`config.mk`:
```
export PLATFORM = sky130hd
export DESIGN_NAME = cpu_mem_responder
export DESIGN_NICKNAME = d
export VERILOG_FILES = /design/src/rtl/cpu_mem_responder_pkg.sv /design/src/rtl/cpu_mem_responder_mem_array_1r1w.sv /design/src/rtl/cpu_mem_responder.sv
export SDC_FILE = /design/constraint.sdc
export NUM_CORES = 1
export LEC_CHECK = 0
export CORE_UTILIZATION = 40
export DETAILED_ROUTE_END_ITERATION = 8
export GPL_TIMING_DRIVEN = 0
export PLACE_DENSITY = 0.62
export SLEW_MARGIN = 10
export SYNTH_ARGS = -nofsm -noshare
export SYNTH_HDL_FRONTEND = slang
export SYNTH_HIERARCHICAL = 1
export SYNTH_SLANG_ARGS = --single-unit
```
`constraint.sdc`:
```
create_clock -name clk -period 2.37 [get_ports clk]
set_input_delay 0.3555 -clock clk [delete_from_list [all_inputs] [get_ports clk]]
set_output_delay 0.3555 -clock clk [all_outputs]
set_load 0.02 [all_outputs]
```
`src/rtl/cpu_mem_responder_pkg.sv`:
```
// Shared definitions for the RISC CPU slice: opcodes, controller states,
// and the memory responder's widths, I/O address and state encoding.
package cpu_mem_responder_pkg;

    typedef enum logic [2:0] {
        OP_HLT,
        OP_SKZ,
        OP_ADD,
        OP_AND,
        OP_XOR,
        OP_LDA,
        OP_STO,
        OP_JMP
    } opcode_t;

    typedef enum logic [2:0] {
        CTL_INST_ADDR,
        CTL_INST_FETCH,
        CTL_INST_LOAD,
        CTL_IDLE,
        CTL_OP_ADDR,
        CTL_OP_FETCH,
        CTL_ALU_OP,
        CTL_STORE
    } ctl_state_t;

    localparam int RSP_AW    = 5;
    localparam int RSP_DW    = 8;
    localparam int RSP_DEPTH = 32;

    localparam logic [RSP_AW-1:0] RSP_IO_ADDR = 5'h1F;

    typedef enum logic [1:0] {
        RSP_IDLE,
        RSP_READ,
        RSP_WRITE
    } rsp_state_t;

endpackage

```
`src/rtl/cpu_mem_responder_mem_array_1r1w.sv`:
```
// Word RAM: synchronous single write port, combinational read port.
// Contents are never reset.
module mem_array_1r1w #(
    parameter int AW    = 5,
    parameter int DW    = 8,
    parameter int DEPTH = 32
) (
    input  logic          clk,
    input  logic          we,
    input  logic [AW-1:0] waddr,
    input  logic [DW-1:0] wdata,
    input  logic [AW-1:0] raddr,
    output logic [DW-1:0] rdata
);

    logic [DW-1:0] mem [DEPTH];

    always_ff @(posedge clk) begin
        if (we) begin
            mem[waddr] <= wdata;
        end
    end

    assign rdata = mem[raddr];

endmodule

```
`src/rtl/cpu_mem_responder.sv`:
```
// Memory-side responder for the CPU bus: registered reads, edge-committed
// writes, one memory-mapped output register and a RAM preload port.
module cpu_mem_responder
    import cpu_mem_responder_pkg::*;
#(
    parameter int            AW      = RSP_AW,
    parameter int            DW      = RSP_DW,
    parameter int            DEPTH   = RSP_DEPTH,
    parameter logic [AW-1:0] IO_ADDR = RSP_IO_ADDR
) (
    input  logic          clk,
    input  logic          rst,
    input  logic [AW-1:0] addr,
    input  logic          rd,
    input  logic          wr,
    input  logic          data_e,
    input  logic [DW-1:0] wdata,
    output logic [DW-1:0] rdata,
    output logic          rdata_valid,
    output logic [DW-1:0] io_out,
    output logic          io_strobe,
    output logic          prot_err,
    input  logic          ld_we,
    input  logic [AW-1:0] ld_addr,
    input  logic [DW-1:0] ld_data,
    output logic          ld_stall
);

    rsp_state_t state_q;
    rsp_state_t state_d;

    logic          is_io;
    logic          rd_ok;
    logic          cpu_io_we;
    logic          cpu_mem_we;
    logic          ld_ok;
    logic          ld_io_we;
    logic          ld_mem_we;
    logic          viol;
    logic          mem_we;
    logic [AW-1:0] mem_waddr;
    logic [DW-1:0] mem_wdata;
    logic [DW-1:0] mem_rdata;

    // A write always wins over a read; the read is simply dropped.
    always_comb begin
        state_d = RSP_IDLE;
        priority case (1'b1)
            wr:      state_d = RSP_WRITE;
            rd:      state_d = RSP_READ;
            default: state_d = RSP_IDLE;
        endcase
    end

    always_comb begin
        is_io      = (addr == IO_ADDR);
        rd_ok      = rd & ~wr;
        cpu_io_we  = wr & data_e & is_io;
        cpu_mem_we = wr & data_e & ~is_io;
        viol       = (wr ^ data_e) | (rd & wr);
        ld_stall   = ld_we & (rd | wr | data_e);
        ld_ok      = ld_we & ~ld_stall;
        ld_io_we   = ld_ok & (ld_addr == IO_ADDR);
        ld_mem_we  = ld_ok & (ld_addr != IO_ADDR);
    end

    // The loader only gets the port when the CPU bus is quiet.
    always_comb begin
        mem_we    = cpu_mem_we | ld_mem_we;
        mem_waddr = ld_addr;
        mem_wdata = ld_data;
        if (cpu_mem_we) begin
            mem_waddr = addr;
            mem_wdata = wdata;
        end
    end

    mem_array_1r1w #(
        .AW    (AW),
        .DW    (DW),
        .DEPTH (DEPTH)
    ) u_mem (
        .clk   (clk),
        .we    (mem_we),
        .waddr (mem_waddr),
        .wdata (mem_wdata),
        .raddr (addr),
        .rdata (mem_rdata)
    );

    always_ff @(posedge clk or posedge rst) begin
        if (rst) begin
            state_q   <= RSP_IDLE;
            rdata     <= '0;
            io_out    <= '0;
            io_strobe <= 1'b0;
            prot_err  <= 1'b0;
        end else begin
            state_q   <= state_d;
            io_strobe <= cpu_io_we;
            if (rd_ok) begin
                rdata <= is_io ? io_out : mem_rdata;
            end
            if (cpu_io_we) begin
                io_out <= wdata;
            end else if (ld_io_we) begin
                io_out <= ld_data;
            end
            if (viol) begin
                prot_err <= 1'b1;
            end
        end
    end

    // READ is entered exactly on edges that sampled a clean read.
    assign rdata_valid = (state_q == RSP_READ);

endmodule
```
Word-level counts from Yosys, hierarchy flattened:

Memories as Yosys holds them, arrays and structs flattened.
Index checks and enable logic that the tools add are counted.

* eq/ne operators: 4
* muxes and demuxes: 9
* bitwise operators: 17
* reduce and logical (&&, ||, !) cells: 1

Operators by type and width (number)
* 8-bit 2-to-1 mux: 4
* 5-bit equality test (second input constant): 2
* 1-bit bitwise AND: 9
* 5-bit 2-to-1 mux: 1
* 5-bit inequality test (second input constant): 1
* 1-bit bitwise OR: 4
* 1-bit 2-to-1 mux: 3
* 1-bit inverter: 3
* 2-bit by 1-bit equality test with 1-bit output (second input constant): 1
* 2-bit 2-to-1 mux: 1
* 2-bit nonzero test: 1
* 1-bit XOR: 1

* register bits: 20
* RAM bits: 256
* input bits: 32
* word-level logic and storage cells: 37
* memories kept: 1

Memories
* u_mem.mem: depth 32, bits a word 8, rd ports 1, clocked after Yosys merged registers in 0, wr ports 1, RTL line cpu_mem_responder_mem_array_1r1w.sv:16 `logic [DW-1:0] mem [DEPTH];`

Logic depth before layout (Yosys ltp):

* depth after elaboration: 9
* gate-level depth with buffers: 7
* depth with buffers taken out: 6

Cells and area by module:

The synthesis kept the hierarchy.

By module, submodules not included
* mem_array_1r1w: instances 1, cells an instance 409, area each 9893.2 sq um, seq. area each 7687.4 sq um
* cpu_mem_responder: instances 1, cells an instance 131, area each 1263.7 sq um, seq. area each 500.5 sq um

Worst setup path before layout:

No wires, ideal clock.

* path type: input to register
* start: input addr[3]
* end: memory u_mem.mem[19][0], enable pin
* library setup time: 370 ps
* data arrival time: 2325 ps
* required time: 2000 ps
* path slack: -325 ps
* cell stages on the path: 6
* buffers on the path: 1
* path through: and4_1 > clkbuf_8 > a21boi_0 > a2bb2oi_1 > or3b_2 > nor2_1

* elaborated cells between the ends (all ways): 7
* those cells by class: eq/ne (1); mux (3); bitwise (3)

RTL lines
* start, declared: RTL line cpu_mem_responder.sv:13 `input logic [AW-1:0] addr,`
* 5-bit equality test: RTL line cpu_mem_responder.sv:56 `is_io = (addr == IO_ADDR);`
* 1-bit inverter: RTL line cpu_mem_responder.sv:59 `cpu_mem_we = wr & data_e & ~is_io;`
* 1-bit bitwise AND: RTL line cpu_mem_responder.sv:59
* 5-bit 2-to-1 mux: RTL line cpu_mem_responder.sv:72 `if (cpu_mem_we) begin`
* named net mem_waddr[4]: RTL line cpu_mem_responder.sv:41 `logic [AW-1:0] mem_waddr;`
* end, declared: RTL line cpu_mem_responder_mem_array_1r1w.sv:16

The timed path passes the listed nets, and every way through them passes these cells.

Worst setup path in the final report:

* start: input addr[2]
* end: register rdata[6]

* cells in the longest elaborated chain, start to end: 2
* elaborated cells between the ends (all ways): 3
* those cells by class: eq/ne (1); mux (1); memory (1)

RTL lines
* memory 32 x 8 bit
* named net mem_rdata[6]: RTL line cpu_mem_responder.sv:43 `logic [DW-1:0] mem_rdata;`
* 8-bit 2-to-1 mux: RTL line cpu_mem_responder.sv:102 `rdata <= is_io ? io_out : mem_rdata;`
* end signal, assigned: RTL line cpu_mem_responder.sv:102
* end, declared: RTL line cpu_mem_responder.sv:18 `output logic [DW-1:0] rdata,`

The timed path passes the listed nets, and every way through them passes these cells.
A chain may end at the register's enable or synchronous reset.

==> flow_metrics.py <==
metrics = {
    "status": {
        "outcome": "complete, no violations",
    },
    "power_and_ir_drop": {
        "total_power_mw": 10.5,
        "total_switching_power_mw": 2.41,
        "internal_power_mw": 8.11,
        "clkPwrFrac_pct": 37.6,
        "power_switching_share_pct": 22.9,
        "static-leakage-power_nw": 4.28,
        "vdd_ir_drop_max_uv": 496,
        "sequential_cell_fraction_of_total_power_pct": 52.7,
        "p_comb_share_pct": 9.7,
        "power_per_cell_area_nw_per_um2": 769,
    },
    "yosys": {
        "synthTopCellsByArea": "edfxtp_1, mux4_2, dfrtp_1, mux2_2, nor2_1",
        "muxShareOfSynthArea_pct": 17.8,
        "ys_warn_count": 6,
        "ys_ff_latch": 276,
        "synth_simple_gate_area_share_pct": 4.21,
        "synth_area_per_cell_um2": 20.7,
        "synth_cell_types": 39,
        "synthAdderAreaFrac_pct": 0.112,
        "synthXorXnorAreaFrac_pct": 0,
        "synth-edff-count": 256,
        "synth_top_area_share_pct": 68.9,
        "synthesis.nets": 573,
        "synth_top_flop_cell": "edfxtp_1",
        "netlist_top_cells_count": "edfxtp_1, mux4_2, nor2_1",
        "synth_top_cell_by_area": "edfxtp_1",
        "synth_most_common_cell": "edfxtp_1",
        "sequential_area_share_after_synthesis_pct": 73.4,
        "synth_async_sr_flop_share_pct": 7.25,
        "synth-compound-area-share_pct": 2.52,
        "mappedNetlistArea_um2": 11200,
        "syn-instance-count": 540,
        "dominant_combinational_cell_family_by_area_after_synthesis": "multiplexers",
    },
    "final_layout": {
        "area_delta_synth_final_pct": 22.7,
        "final_area_um2": 13700,
        "antenna_cells_inserted": 0,
        "finalNonFillerCells": 1033,
        "postLayoutCoreUtil_pct": 50.4,
        "drive_above_1_share_pct": 35.7,
        "finish.net_count": 674,
    },
    "sta": {
        "period_share_pct": 97.5,
        "worst_clock_skew_ns": 0.0146,
        "tightest_slew_ns": 0.822,
        "grt_setup_unrepaired": "true",
        "achievable-frequency_mhz": 433,
        "timing_hold_violations_final": 0,
        "setup_viol_count_final": 0,
        "maxSlewHeadroom_pct": 45.1,
        "final_count_of_pins_violating_max_slew": 0,
        "fin_crit_ns": 2.31,
        "finalHoldWorstSlack_ns": 0.163,
    },
    "setup_path": {
        "crit_slowest_cell": "mux4_2",
        "setup.worst_path.end_class": "flip-flop",
        "crit_start": "addr[2]",
        "critical_path.most_common_cell": "mux4_2",
        "reg2reg_from": "u_mem/mem[4][6]",
        "cp_endpoint": "rdata[6]",
        "worstRegToRegCells": 5,
        "crit_arrival_ns": 2.72,
        "crit_path_max_fanout": 10,
        "max_stage_delay_ns": 0.48,
        "regToRegSetupSlack_ns": 0.31,
        "sequence_of_cells_on_the_critical_path": "dlygate4sd2_1 -> clkbuf_8 -> clkbuf_4 -> mux4_2 -> mux4_2 -> mux2_2 -> o21ai_0 -> a31oi_1",
        "type_of_origin_of_the_critical_path": "input port",
        "r2r-end": "rdata[6]",
        "crit_type": "in -> reg",
        "required_ns": 2.78,
    },
    "clock_network": {
        "cts.reportedPaths.clkPinSlew_ns": 0.07,
        "root_buffer": "clkbuf_16",
        "tritoncts.num_buffers": 27,
        "cts_buffer_depth": 3,
        "worst_skew_pair.late_latency_ns": 0.54,
        "htree_levels": 1,
        "cts.sink_count": 276,
        "tritoncts": "built",
    },
    "hold_path": {
        "worst_hold_path_type": "in -> reg",
    },
    "placement": {
        "place.gp.congestion": 0.880,
        "detailedPlacementHpwl_mm": 16.5,
        "place_area_um2": 12200,
        "port-buffer-count": 50,
        "dp.cells": 962,
    },
    "route": {
        "via_per_inst": 5.55,
        "drc": 0,
        "antenna_violating_nets_post_route": 0,
        "sum_of_routed_wire_length_over_all_layers_mm": 25.3,
        "dr.pass1.iters": 5,
        "detail_route.wl_per_cell_um": 24.5,
        "first_iter_violations": 640,
        "vias": 5736,
    },
    "die": {
        "die_h_um": 169,
        "chipWidth_um": 169,
        "placementRows": 60,
        "start_util_pct": 41.1,
        "boundaryPins": 52,
        "placeableCoreArea_um2": 27200,
        "dieArea_um2": 28600,
    },
    "global_routing": {
        "grt_pass1_vias": 6006,
        "grt_first_pass_wirelength_mm": 38.0,
        "grt_overflow": 0,
        "grt.total_usage_pct": 18.2,
        "grt_antenna_before_repair": 0,
        "grt_max_degree": 33,
    },
    "flow_run": {
        "max-cap-violations": 0,
    },
}
==> layout by cell type (no fill, tap or decap), types with 3 or more instances in the layout <==
| cell type | count |
|---|---|
| nor2_1 | 9 |
| clkinvlp_4 | 3 |
| mux4_2 | 80 |
| buf_6 | 5 |
| clkbuf_1 | 3 |
| clkbuf_4 | 4 |
| nor2_4 | 32 |
| buf_2 | 4 |
| dlymetal6s2s_1 | 3 |
| dfrtp_1 | 20 |
| mux2_2 | 16 |
| inv_1 | 5 |
| clkbuf_8 | 5 |
| nand3_1 | 8 |
| clkdlybuf4s50_1 | 43 |
| clkinv_1 | 9 |
| o21ai_0 | 9 |
| nand3b_1 | 5 |
| clkbuf_16 | 27 |
| o31ai_1 | 8 |
| buf_8 | 3 |
| buf_12 | 13 |
| nor3_1 | 8 |
| clkinv_2 | 6 |
| nand4_1 | 9 |
| buf_4 | 13 |
| a31oi_1 | 16 |
| edfxtp_1 | 256 |
==> repair_timing <==
item | in CTS | in global routing
buffers inserted | 19 | 4
pin swaps | 20 | 6
hold buffers | 0 | 0
setup endpoints to repair | 264 | 221
gates resized for setup | 102 | 7
==> routing by layer <==
metal | global-route usage (%) | up-vias | part of all wire, % | wire length (um)
met4 | 5.72 | 0 | 2.7 | 682
met1 | 24.6 | 3006 | 43 | 10900
met2 | 30.8 | 209 | 49 | 12500
li1 | - | 2473 | - | -
met3 | 2.17 | 48 | 5.1 | 1280
met5 | 0 | - | 0 | 0
==> layout make-up <==
| class | count | area [um^2] |
|---|---|---|
| Inverter | 7 | 26.3 |
| Buffer | 28 | 265 |
| Multi-Input combinational cell | 228 | 3100 |
| Clock buffer | 30 | 687 |
| Fill cell | 2196 | 13500 |
| Clock inverter | 19 | 126 |
| Timing Repair Buffer | 73 | 836 |
| Sequential cell | 276 | 8190 |
| Tap cell | 372 | 465 |
==> registers in the layout (all words and copies together), names as in the netlist <==
register / cells
io_out: 8
io_strobe: 1
prot_err: 1
rdata: 8
state_q: 2
u_mem/mem: 256
==> worst max-delay path, delay by kind of cell <==
kind	cells	cell delay [ns]
muxes	3	1.16
buffers and inverters	3	0.92
AOI/OAI and AO/OA	2	0.27
==> worst min path at each step <==
stage          cells after the start        from   endpoint
3_5_place_dp                       1    prot_err   prot_err
4_1_cts                            3  ld_addr[3]  io_out[7]
5_1_grt                            3  ld_addr[3]  io_out[7]
6_report                           3  ld_addr[3]  io_out[7]
2_1_floorplan                      1         rst  io_out[0]
3_3_place_gp                       1    prot_err   prot_err
==> through the flow <==
step	setup WS, ns	TNS [ns]
after floorplan	-0.0321	-1.88
after global placement	-1.41	-415.71
after detailed placement	-1.45	-447.86
after CTS	0.0175	0
after global routing	-0.0170	-0.129
final	0.0583	0
==> logic make-up after synthesis <==
logic type | Yosys count
flip-flops | 276
AO/OA/AOI/OAI | 42
multiplexers | 96
adder cells (fa/ha/maj) | 1
AND/OR/NAND/NOR | 89
buffers and inverters | 36
==> power by group through the flow <==
| stage | registers [mW] | logic, mW | clock network (mW) |
|---|---|---|---|
| global placement | 5.64 | 0.913 | 0 |
| floorplan | 5.68 | 0.470 | 0 |
| CTS | 5.54 | 1.02 | 4.03 |
| detailed placement | 5.64 | 0.932 | 0 |
| finish | 5.54 | 1.02 | 3.96 |
| global route | 5.55 | 1.08 | 4.21 |
Power figures use the tool's default switching activity.
